## src/rtl/mul_pkg.sv

```systemverilog
// rtl/mul_pkg.sv - shared types and defaults for the repeated-addition multiplier
package mul_pkg;

  localparam int          W_DEF        = 16;
  localparam logic [15:0] MAX_ITER_DEF = 16'hFFFF;

  typedef enum logic [2:0] {
    IDLE   = 3'd0,
    LOAD_A = 3'd1,
    LOAD_B = 3'd2,
    ADD    = 3'd3,
    DONE   = 3'd4
  } state_t;

endpackage

```

## src/rtl/mul_iter_cnt.sv

```systemverilog
// rtl/mul_iter_cnt.sv - add counter with clear, enable and iteration-limit compare
module mul_iter_cnt #(
  parameter int             W        = 16,
  parameter logic [W-1:0]   MAX_ITER = '1
) (
  input  logic         clk,
  input  logic         rst,
  input  logic         clr,
  input  logic         en,
  output logic [W-1:0] cnt,
  output logic         at_limit
);

  logic [W-1:0] cnt_inc;

  assign cnt_inc = cnt + W'(1);
  // Flags that the add in progress is the last one allowed.
  assign at_limit = (cnt_inc == MAX_ITER);

  always_ff @(posedge clk or posedge rst) begin
    if (rst)
      cnt <= '0;
    else if (clr)
      cnt <= '0;
    else if (en)
      cnt <= cnt_inc;
  end

endmodule

```

## src/rtl/mul_seq_ctrl.sv

```systemverilog
// rtl/mul_seq_ctrl.sv - sequencing FSM driving the multiplier datapath strobes
module mul_seq_ctrl
  import mul_pkg::*;
#(
  parameter int           W        = W_DEF,
  parameter logic [W-1:0] MAX_ITER = W'(MAX_ITER_DEF)
) (
  input  logic         clk,
  input  logic         rst,
  input  logic         start,
  input  logic         abort,
  input  logic         eqz,
  output logic         lda,
  output logic         ldb,
  output logic         clrp,
  output logic         ldp,
  output logic         decb,
  output logic         busy,
  output logic         done,
  output logic         err,
  output logic [W-1:0] iter_cnt
);

  state_t state, state_nxt;
  logic   cnt_clr, cnt_en, at_limit, err_set, err_clr;

  mul_iter_cnt #(.W(W), .MAX_ITER(MAX_ITER)) u_iter_cnt (
    .clk      (clk),
    .rst      (rst),
    .clr      (cnt_clr),
    .en       (cnt_en),
    .cnt      (iter_cnt),
    .at_limit (at_limit)
  );

  always_ff @(posedge clk or posedge rst) begin
    if (rst)
      state <= IDLE;
    else
      state <= state_nxt;
  end

  always_ff @(posedge clk or posedge rst) begin
    if (rst)
      err <= 1'b0;
    else if (err_clr)
      err <= 1'b0;
    else if (err_set)
      err <= 1'b1;
  end

  always_comb begin
    state_nxt = state;
    lda       = 1'b0;
    ldb       = 1'b0;
    clrp      = 1'b0;
    ldp       = 1'b0;
    decb      = 1'b0;
    done      = 1'b0;
    cnt_clr   = 1'b0;
    cnt_en    = 1'b0;
    err_set   = 1'b0;
    err_clr   = 1'b0;
    busy      = (state != IDLE);
    case (state)
      IDLE: begin
        if (start)
          state_nxt = LOAD_A;
      end
      LOAD_A: begin
        lda = 1'b1;
        if (abort) begin
          state_nxt = IDLE;
        end else begin
          state_nxt = LOAD_B;
          cnt_clr   = 1'b1;
          err_clr   = 1'b1;
        end
      end
      LOAD_B: begin
        ldb       = 1'b1;
        clrp      = 1'b1;
        state_nxt = abort ? IDLE : ADD;
      end
      ADD: begin
        // The add strobes follow eqz directly, so an abort cycle still counts its add.
        ldp    = !eqz;
        decb   = !eqz;
        cnt_en = !eqz;
        if (abort) begin
          state_nxt = IDLE;
        end else if (eqz) begin
          state_nxt = DONE;
        end else if (at_limit) begin
          state_nxt = DONE;
          err_set   = 1'b1;
        end
      end
      DONE: begin
        done      = 1'b1;
        state_nxt = IDLE;
      end
      default: state_nxt = IDLE;
    endcase
  end

endmodule
```

## config.mk

```make
export PLATFORM = sky130hd
export DESIGN_NAME = mul_seq_ctrl
export DESIGN_NICKNAME = d
export VERILOG_FILES = /design/src/rtl/mul_pkg.sv /design/src/rtl/mul_iter_cnt.sv /design/src/rtl/mul_seq_ctrl.sv
export SDC_FILE = /design/constraint.sdc
export NUM_CORES = 1
export LEC_CHECK = 0
export ABC_AREA = 1
export BUFFER_PORTS_ARGS = -buffer_cell sky130_fd_sc_hd__buf_2
export CAP_MARGIN = 20
export CORE_MARGIN = 1.5
export CORE_UTILIZATION = 45
export DETAILED_ROUTE_END_ITERATION = 6
export MAX_ROUTING_LAYER = met4
export PLACE_DENSITY = 0.67
export SLEW_MARGIN = 0
export SYNTH_ARGS = -nofsm -noshare
export SYNTH_HDL_FRONTEND = slang
export SYNTH_SLANG_ARGS = --single-unit
```

## constraint.sdc

```tcl
create_clock -name clk -period 2.1 [get_ports clk]
set_input_delay 0.42 -clock clk [delete_from_list [all_inputs] [get_ports clk]]
set_output_delay 0.42 -clock clk [all_outputs]
set_load 0.02 [all_outputs]
```

==> results of run 1 <==
-- power groups by stage --
stage | combinational [µW] | clock, µW | sequential (µW)
5_1_grt | 391 | 250 | 462
3_5_place_dp | 355 | 0 | 462
4_1_cts | 354 | 237 | 457
2_1_floorplan | 232 | 0 | 477
3_3_place_gp | 348 | 0 | 461
6_report | 356 | 226 | 458
-- synthesized netlist by cell type --
cell type	number	share of area, %
nand2_1	58	17
inv_1	25	7.5
dfrtp_1	20	40
nor2_1	18	5.4
o21ai_0	17	6.8
nand3_1	16	6.4
nor2_2	4	2.0
o22ai_1	4	2.0
nand4_1	3	1.5
nor3_1	3	1.2
buf_2	2	0.80
buf_4	2	1.2
ha_1	2	2.0
xor2_1	2	1.4
a21boi_1	1	0.60
a21oi_1	1	0.40
inv_2	1	0.30
nand2_2	1	0.50
nand3_2	1	0.80
nor2_4	1	0.89
nor3b_1	1	0.60
o21bai_2	1	0.89
-- worst max path at each step --
stage | startpoint | to | depth (start not counted)
after global routing | state[0] | ldp | 5
after detailed placement | u_iter_cnt.cnt[1] | state[2] | 11
after global placement | state[0] | u_iter_cnt.cnt[14] | 7
after floorplan | state[2] | u_iter_cnt.cnt[0] | 5
final | state[0] | decb | 5
after CTS | state[0] | decb | 5
-- critical path: cells and delay by family (launching register included) --
kind,cells,cell delay (ps)
buffers and inverters,3,380
and+or+nand+nor,2,420
DFF,1,410
-- sequential cells by signal, indices dropped and copies added (netlist names) --
name,flops
err,1
u_iter_cnt.cnt,16
state,3
-- metrics by stage --
stage	util, %	std cells	cell area (µm²)	setup WS (ps)	hold slack (ps)
CTS	57.6	246	1480	83.0	123
floorplan	-	184	1260	373	384
finish	57.7	246	1480	167	121
global placement	56.1	242	1440	333	458
detailed placement	56.1	242	1440	324	465
global route	57.7	246	1480	63.6	138
-- kinds of logic (layout without fill, tap and decap cells) --
logic type,count (synthesis),in the layout,share of synthesized area [%]
AO/OA/AOI/OAI,24,24,10.6
XOR/XNOR,2,2,1.39
adder cells (fa/ha/maj),2,2,1.99
buffers and inverters,30,62,9.74
flip-flops,20,20,39.8
AND/OR/NAND/NOR,106,106,36.5
-- cell type report --
class                           count  share of cell area (%)
Sequential cell                    20                    33.8
Timing Repair Buffer               32                    11.5
Tap cell                           30                    2.53
Inverter                           26                    6.58
Clock buffer                        4                    2.45
Multi-Input combinational cell    134                    43.2
-- per-layer routing --
metal | share of wire [%] | up-vias | wire length (µm) | track usage (%)
li1 | - | 648 | - | -
met2 | 47 | 25 | 1450 | 34.5
met1 | 47 | 602 | 1450 | 29.1
met4 | 0.62 | 0 | 19 | 7.82
met5 | 0 | - | 0 | -
met3 | 4.9 | 2 | 151 | 2.33
==> results.yml, run 1 <==
run_status:
  status: "completed"
power:
  power_frac_seq_pct: 44.0
  power_density_nw_per_um2: 702
  share_clk_of_total_power_pct: 21.7
  p_comb_share_pct: 34.3
  switching_power_uw: 407
  swShare_pct: 39.1
  post-layout-total-power_uw: 1040
  peakVddDrop_uv: 574
  power_leakage_uw: 0.000725
  power.internal_uw: 633
worst_setup_path:
  startpoint_class: "register"
  worst_path_max_delay_cell: "dfrtp_1"
  path_class: "register to output port"
  critPathMaxFanout: 5
  ff2ff_path_depth: 11
  setup.worst_path.end_class: "output port"
  setup_slack_of_the_most_critical_reg_to_reg_path_ps: 310
  cp_cell_sequence: "inv_1 > nor3_1 > inv_1 > nor2_4 > buf_2"
  required_ps: 1680
  max_stage_delay_ps: 410
  critPathMostFrequentCell: "inv_1"
  worstPathArrival_ps: 1510
  r2r-end: "state[2]"
  r2r-start: "u_iter_cnt.cnt[1]"
die:
  start_util_pct: 49.0
  die_height_um: 55.9
  die_ar_um2: 3120
  horiz_die_dim_um: 55.9
  pin_count: 29
  number_of_placement_rows: 18
  core_um2: 2570
detailed_routing:
  vias: 1277
  drt_drc_violations_left: 0
  ant_nets: 0
  wirelength_um: 3070
  avgRoutedWirePerCell_um: 12.5
  dr.first_iter.drc_count: 37
  post_drt_via_cell_ratio: 5.19
  detailedRoute.firstPassIterationCount: 4
layout:
  syn2layout_area_growth_pct: 17.8
  final-seq-area_um2: 500
  mostFrequentLayoutCells: "nand2_1, buf_2, inv_1, dfrtp_1, nor2_1"
  multi_input_area_um2: 641
  layout.nets: 224
  antenna_cells: 0
  fraction_of_final_layout_cells_sized_beyond_drive_strength_1_pct: 20.8
  filler_cell_count: 258
  layout.cells.most_common: "nand2_1"
global_route:
  first_global_vias: 1230
  antenna_violations_before_repair: 0
  total_congestion_overflow_after_global_routing: 0
  grt_first_pass_wirelength_um: 5280
  globalRouteTotalUtil_pct: 21.8
  grt_start_max_net_pins: 21
clock_network:
  clock_latency_ps: 300
  cts.path.max_buffers: 2
  cts_clk_pin_slew_worst_paths_ps: 120
  cts_resized: 0
  tritoncts: "yes"
  tritoncts_sinks: 20
  cts_inserted_buffers: 3
  htree_num_levels: 1
  post_cts_hold_buffer_count: 0
  clockRootBuffer: "clkbuf_4"
  postCtsSetupBuffers: 0
timing:
  rsz0062_at_grt: "false"
  finalSetupViolations: 0
  clock-skew-final_ps: 5.85
  clock.fmax_mhz: 517
  slew_viol_final: 0
  fin_setup_tns_ps: 0
  worst_slew_margin_rel_pct: 69.1
  worst-slew-pin-transition_ps: 462
  final_period_demand_of_the_worst_path_ps: 1930
  finalHoldViolations: 0
  post-route-period-util_pct: 92.1
logic_synthesis:
  yosys_warnings: 0
  synth_seq_area_share_pct: 39.8
  syn-num-nets: 191
  avgSynthCellArea_um2: 6.84
  flip_flop_and_latch_count_after_synthesis: 20
  synthesis.instances: 184
  synth_cell_types: 22
  syn-cell-area_um2: 1260
min_path:
  worst_hold_path_type: "primary input to asynchronous set/reset pin"
placement:
  gp_congestion: 0.905
  port-buffer-count: 28
  post-dp-hpwl_um: 2380
run:
  drv.max_cap_violation_count: 0
No activity file was read; power rests on OpenSTA's default activity.
==> run 2, diff against run 1 <==
--- a/config.mk
+++ b/config.mk
@@ -9,7 +9,9 @@
 export BUFFER_PORTS_ARGS = -buffer_cell sky130_fd_sc_hd__buf_2
 export CAP_MARGIN = 20
+export CORE_ASPECT_RATIO = 0.75
 export CORE_MARGIN = 1.5
 export CORE_UTILIZATION = 45
 export DETAILED_ROUTE_END_ITERATION = 6
+export GPL_ROUTABILITY_DRIVEN = 0
 export MAX_ROUTING_LAYER = met4
 export PLACE_DENSITY = 0.67
==> constraint.sdc (replaced) <==
create_clock -name clk -period 2.1 [get_ports clk]
set_input_delay 0.315 -clock clk [delete_from_list [all_inputs] [get_ports clk]]
set_output_delay 0.315 -clock clk [all_outputs]
set_load 0.02 [all_outputs]
==> results.yml, run 2 (synthesized netlist as in run 1, its figures left out) <==
placement:
  port-buffer-count: 28
  placement_stage_worst_setup_slack_ps: 268
  post-dp-hpwl_um: 2390
timing:
  final.setup.worst_slack_ps: 183
  rsz0062_at_grt: "false"
  worst-slew-pin-transition_ps: 783
  finalHoldViolations: 0
  final_period_demand_of_the_worst_path_ps: 1920
  finalSetupViolations: 0
  clock.fmax_mhz: 522
  fin_setup_tns_ps: 0
  clock-skew-final_ps: 8.55
  worst_slew_margin_rel_pct: 47.7
  post-route-period-util_pct: 91.3
  slew_viol_final: 0
power:
  share_clk_of_total_power_pct: 26.8
  peakVddDrop_uv: 468
  power_frac_seq_pct: 41.9
  switching_power_uw: 423
  power_leakage_uw: 0.000724
  swShare_pct: 38.0
  power_density_nw_per_um2: 743
  power.internal_uw: 691
  p_comb_share_pct: 31.4
worst_setup_path:
  max_stage_delay_ps: 420
  worst_path_max_delay_cell: "dfrtp_1"
  critPathMaxFanout: 12
  path_class: "register to output port"
  required_ps: 1780
  ff2ff_path_depth: 13
  setup.worst_path.end_class: "output port"
  worstPathArrival_ps: 1600
  startpoint_class: "register"
  critPathMostFrequentCell: "inv_1"
  cp_cell_sequence: "inv_1 > nor3_2 > inv_1 > nor2_2 > buf_4 > buf_2"
detailed_routing:
  detailedRoute.firstPassIterationCount: 5
  detailed_routing_wirelength_on_met1_um: 1530
  vias: 1260
  dr.first_iter.drc_count: 65
  wl_met2_um: 1360
  post_drt_via_cell_ratio: 5.04
  drt_drc_violations_left: 0
  detailroute.wirelength.met3_um: 148
  avgRoutedWirePerCell_um: 12.3
  top_layer_used: "met4"
  wirelength_um: 3060
  ant_nets: 0
layout:
  fraction_of_final_layout_cells_sized_beyond_drive_strength_1_pct: 20.6
  top_regs: "u_iter_cnt.cnt (16), state (3), err (1)"
  mostFrequentLayoutCells: "nand2_1, buf_2, inv_1, dfrtp_1, nor2_1"
  layout.cells.most_common: "nand2_1"
  max_flop_register: "u_iter_cnt.cnt"
  syn2layout_area_growth_pct: 19.1
  flip_flop_count_of_the_largest_register_all_copies_and_words_added: 16
  antenna_cells: 0
  layout.nets: 222
clock_network:
  cts.path.max_buffers: 2
  tritoncts: "yes"
  post_cts_hold_buffer_count: 0
  cts_inserted_buffers: 3
  tritoncts_sinks: 20
  postCtsSetupBuffers: 0
  htree_num_levels: 1
  clockRootBuffer: "clkbuf_8"
  clock_latency_ps: 260
  cts_clk_pin_slew_worst_paths_ps: 80
die:
  core_um2: 2640
  die_ar_um2: 3130
  die_height_um: 48.8
  pin_count: 29
  number_of_placement_rows: 16
  start_util_pct: 47.6
  horiz_die_dim_um: 64.1
run:
  drv.max_cap_violation_count: 0
min_path:
  worst_hold_path_type: "primary input to asynchronous set/reset pin"
global_route:
  grt_start_max_net_pins: 21
  globalRouteTotalUtil_pct: 23.4
  grt_first_pass_wirelength_um: 5490
  antenna_violations_before_repair: 0
  first_global_vias: 1187
  total_congestion_overflow_after_global_routing: 0
run_status:
  status: "completed"
-- run 2: changes by cell type in the layout (fill, tap and decap cells not counted) --
cell	before	now
clkbuf_4	3	0
clkbuf_8	1	4
buf_4	4	2
nor3_1	3	2
nor3_2	0	1
-- run 2: power by group through the flow --
stage               Clock [µW]  Combinational [µW]  Sequential [µW]
global placement             0                 341              464
CTS                        305                 348              464
floorplan                    0                 232              477
finish                     298                 349              466
global route               316                 399              474
detailed placement           0                 349              470
-- run 2: layout make-up --
class	count	area [µm²]
multi-input cells	134	646
repair buffers	30	155
inverters	26	97.6
flip-flops and latches	20	500
well taps	36	45.0
clock buffers	4	55.1
fillers	279	1140
-- run 2: metrics by stage --
step	cell area [µm²]	cells	util (%)	hold slack [ps]	power, µW
6_report	1500	250	56.7	185	1110
5_1_grt	1500	250	56.7	264	1190
4_1_cts	1490	250	56.3	221	1120
3_5_place_dp	1430	246	54.3	502	819
3_3_place_gp	1430	246	54.3	493	805
2_1_floorplan	1260	184	-	279	709
-- run 2: what timing repair did --
action | CTS | global route
hold endpoints to repair | 0 | 0
resized for setup | 0 | 2
setup endpoints to repair | 0 | 3
-- run 2: critical path, delay by kind of cell, from the launching register on --
family	cells	cell delay, ps
buffers and inverters	4	580
DFF	1	420
and+or+nand+nor	2	330
-- run 2: worst paths after layout --
| check | end | from | slack, ps |
|---|---|---|---|
| worst min register to register | err | err | 520 |
| max in group asynchronous | u_iter_cnt.cnt[12] | rst | 1420 |
| worst min-delay path | u_iter_cnt.cnt[13] | rst | 190 |
| min in group clk | state[0] | start | 340 |
| worst max register to register | state[2] | u_iter_cnt.cnt[1] | 310 |
| worst max-delay path | ldp | state[0] | 180 |
-- run 2: layer usage --
metal | GRT usage (%) | vias to the layer above
li1 | - | 649
met1 | 32.3 | 578
met2 | 35.9 | 29
met3 | 5.08 | 4
met4 | 4.35 | 0
met5 | - | -
==> run 3, diff against run 2 <==
PLACE_DENSITY = not set   (was 0.67)
PLACE_DENSITY_LB_ADDON = 0.3   (was not set)
==> results.yml, run 3 (synthesized netlist as in run 1, its figures left out) <==
run_status:
  status: "completed"
die:
  horiz_die_dim_um: 64.1
  core_um2: 2640
  die_height_um: 48.8
  start_util_pct: 47.6
  number_of_placement_rows: 16
  pin_count: 29
  die_ar_um2: 3130
clock_network:
  htree_num_levels: 1
  clockRootBuffer: "clkbuf_8"
  tritoncts: "yes"
  cts_clk_pin_slew_worst_paths_ps: 80
  clock_latency_ps: 260
  tritoncts_sinks: 20
  cts_inserted_buffers: 3
  postCtsSetupBuffers: 0
  cts.path.max_buffers: 2
worst_setup_path:
  max_stage_delay_ps: 390
  startpoint_class: "register"
  cp_cell_sequence: "inv_1 > nor3_2 > inv_1 > nor2_2 > buf_4 > buf_2"
  critPathMostFrequentCell: "inv_1"
  critPathMaxFanout: 13
  setup_slack_of_the_most_critical_reg_to_reg_path_ps: 300
  setup.worst_path.end_class: "output port"
  worstPathArrival_ps: 1520
  worst_path_max_delay_cell: "dfrtp_1"
  required_ps: 1780
  path_class: "register to output port"
timing:
  slew_viol_final: 0
  clock-skew-final_ps: 4.66
  finalHoldViolations: 0
  fin_setup_tns_ps: 0
  final_period_demand_of_the_worst_path_ps: 1840
  worst_slew_margin_rel_pct: 48.1
  clock.fmax_mhz: 543
  rsz0062_at_grt: "false"
  worst-slew-pin-transition_ps: 777
  post-route-period-util_pct: 87.6
  finalSetupViolations: 0
min_path:
  worst_hold_path_type: "primary input to asynchronous set/reset pin"
global_route:
  grt_use_met3_pct: 5.08
  antenna_violations_before_repair: 0
  use_met1_pct: 30.2
  busiest_layer: "met1"
  globalRouteTotalUtil_pct: 21.1
  total_congestion_overflow_after_global_routing: 0
  grt_first_pass_wirelength_um: 4860
  first_global_vias: 1024
  grt_start_max_net_pins: 21
  grtUsageMet2_pct: 29.2
detailed_routing:
  detailedRoute.firstPassIterationCount: 4
  avgRoutedWirePerCell_um: 11.8
  drt_drc_violations_left: 0
  ant_nets: 0
  vias: 1258
  post_drt_via_cell_ratio: 5.05
  wirelength_um: 2940
  dr.first_iter.drc_count: 112
placement:
  placement.cell_area_um2: 1430
  post-dp-hpwl_um: 2230
  port-buffer-count: 28
layout:
  max_flop_register: "u_iter_cnt.cnt"
  mostFrequentLayoutCells: "nand2_1, buf_2, inv_1, dfrtp_1, nor2_1"
  syn2layout_area_growth_pct: 18.1
  final_area_um2: 1490
  fraction_of_final_layout_cells_sized_beyond_drive_strength_1_pct: 20.2
  antenna_cells: 0
  top_regs: "u_iter_cnt.cnt (16), state (3), err (1)"
  layout.nets: 221
  flip_flop_count_of_the_largest_register_all_copies_and_words_added: 16
  filler_cell_count: 270
  layout.cells.most_common: "nand2_1"
power:
  peakVddDrop_uv: 354
  post-layout-total-power_uw: 1090
  power_density_nw_per_um2: 735
  power_leakage_uw: 0.000720
run:
  drv.max_cap_violation_count: 0
[run 3: cell type report]
type | count | area, µm² | share of cell area [%]
Clock buffer | 4 | 55.1 | 3.70
Multi-Input combinational cell | 134 | 641 | 43.1
Timing Repair Buffer | 29 | 148 | 9.93
Tap cell | 36 | 45.0 | 3.03
Sequential cell | 20 | 500 | 33.7
Inverter | 26 | 97.6 | 6.57
[run 3: final timing paths]
check	endpoint	start	cells past startpoint
max in group asynchronous	u_iter_cnt.cnt[2]	rst	2
worst max register to register	state[2]	u_iter_cnt.cnt[1]	11
min in group clk	state[0]	start	3
worst min register to register	err	err	2
worst max-delay path	ldp	state[0]	6
worst min-delay path	state[0]	rst	2
[run 3: timing repair]
item                                    CTS  global route
resized for setup                         0             1
endpoints found under the setup margin    0             2
hold buffers                              0             0
endpoints found under the hold margin     0             0
[run 3: where the power goes]
group          leakage [µW]  total, µW  switching (µW)  internal, µW
Clock             0.0000288        297             130           167
Combinational      0.000415        340             239           100
Sequential         0.000276        456            35.9           420
[run 3: critical path: cells and delay by family (launching register included)]
family	cells	cell delay, ps
buffers and inverters	4	560
and+or+nand+nor	2	320
DFF	1	390
[run 3: per-stage QoR]
step | util [%] | std cells | setup WS [ps] | hold slack [ps]
after floorplan | - | 184 | 373 | 279
after global placement | 54.0 | 245 | 353 | 488
after detailed placement | 54.0 | 245 | 321 | 491
after CTS | 56.1 | 249 | 193 | 205
after global routing | 56.3 | 249 | 90.0 | 272
final | 56.3 | 249 | 260 | 185
[run 3: layer usage]
| layer | share of wire (%) | routed length [µm] |
|---|---|---|
| met5 | 0 | 0 |
| met4 | 0.99 | 29 |
| met3 | 6.1 | 179 |
| met2 | 42 | 1220 |
| met1 | 51 | 1510 |
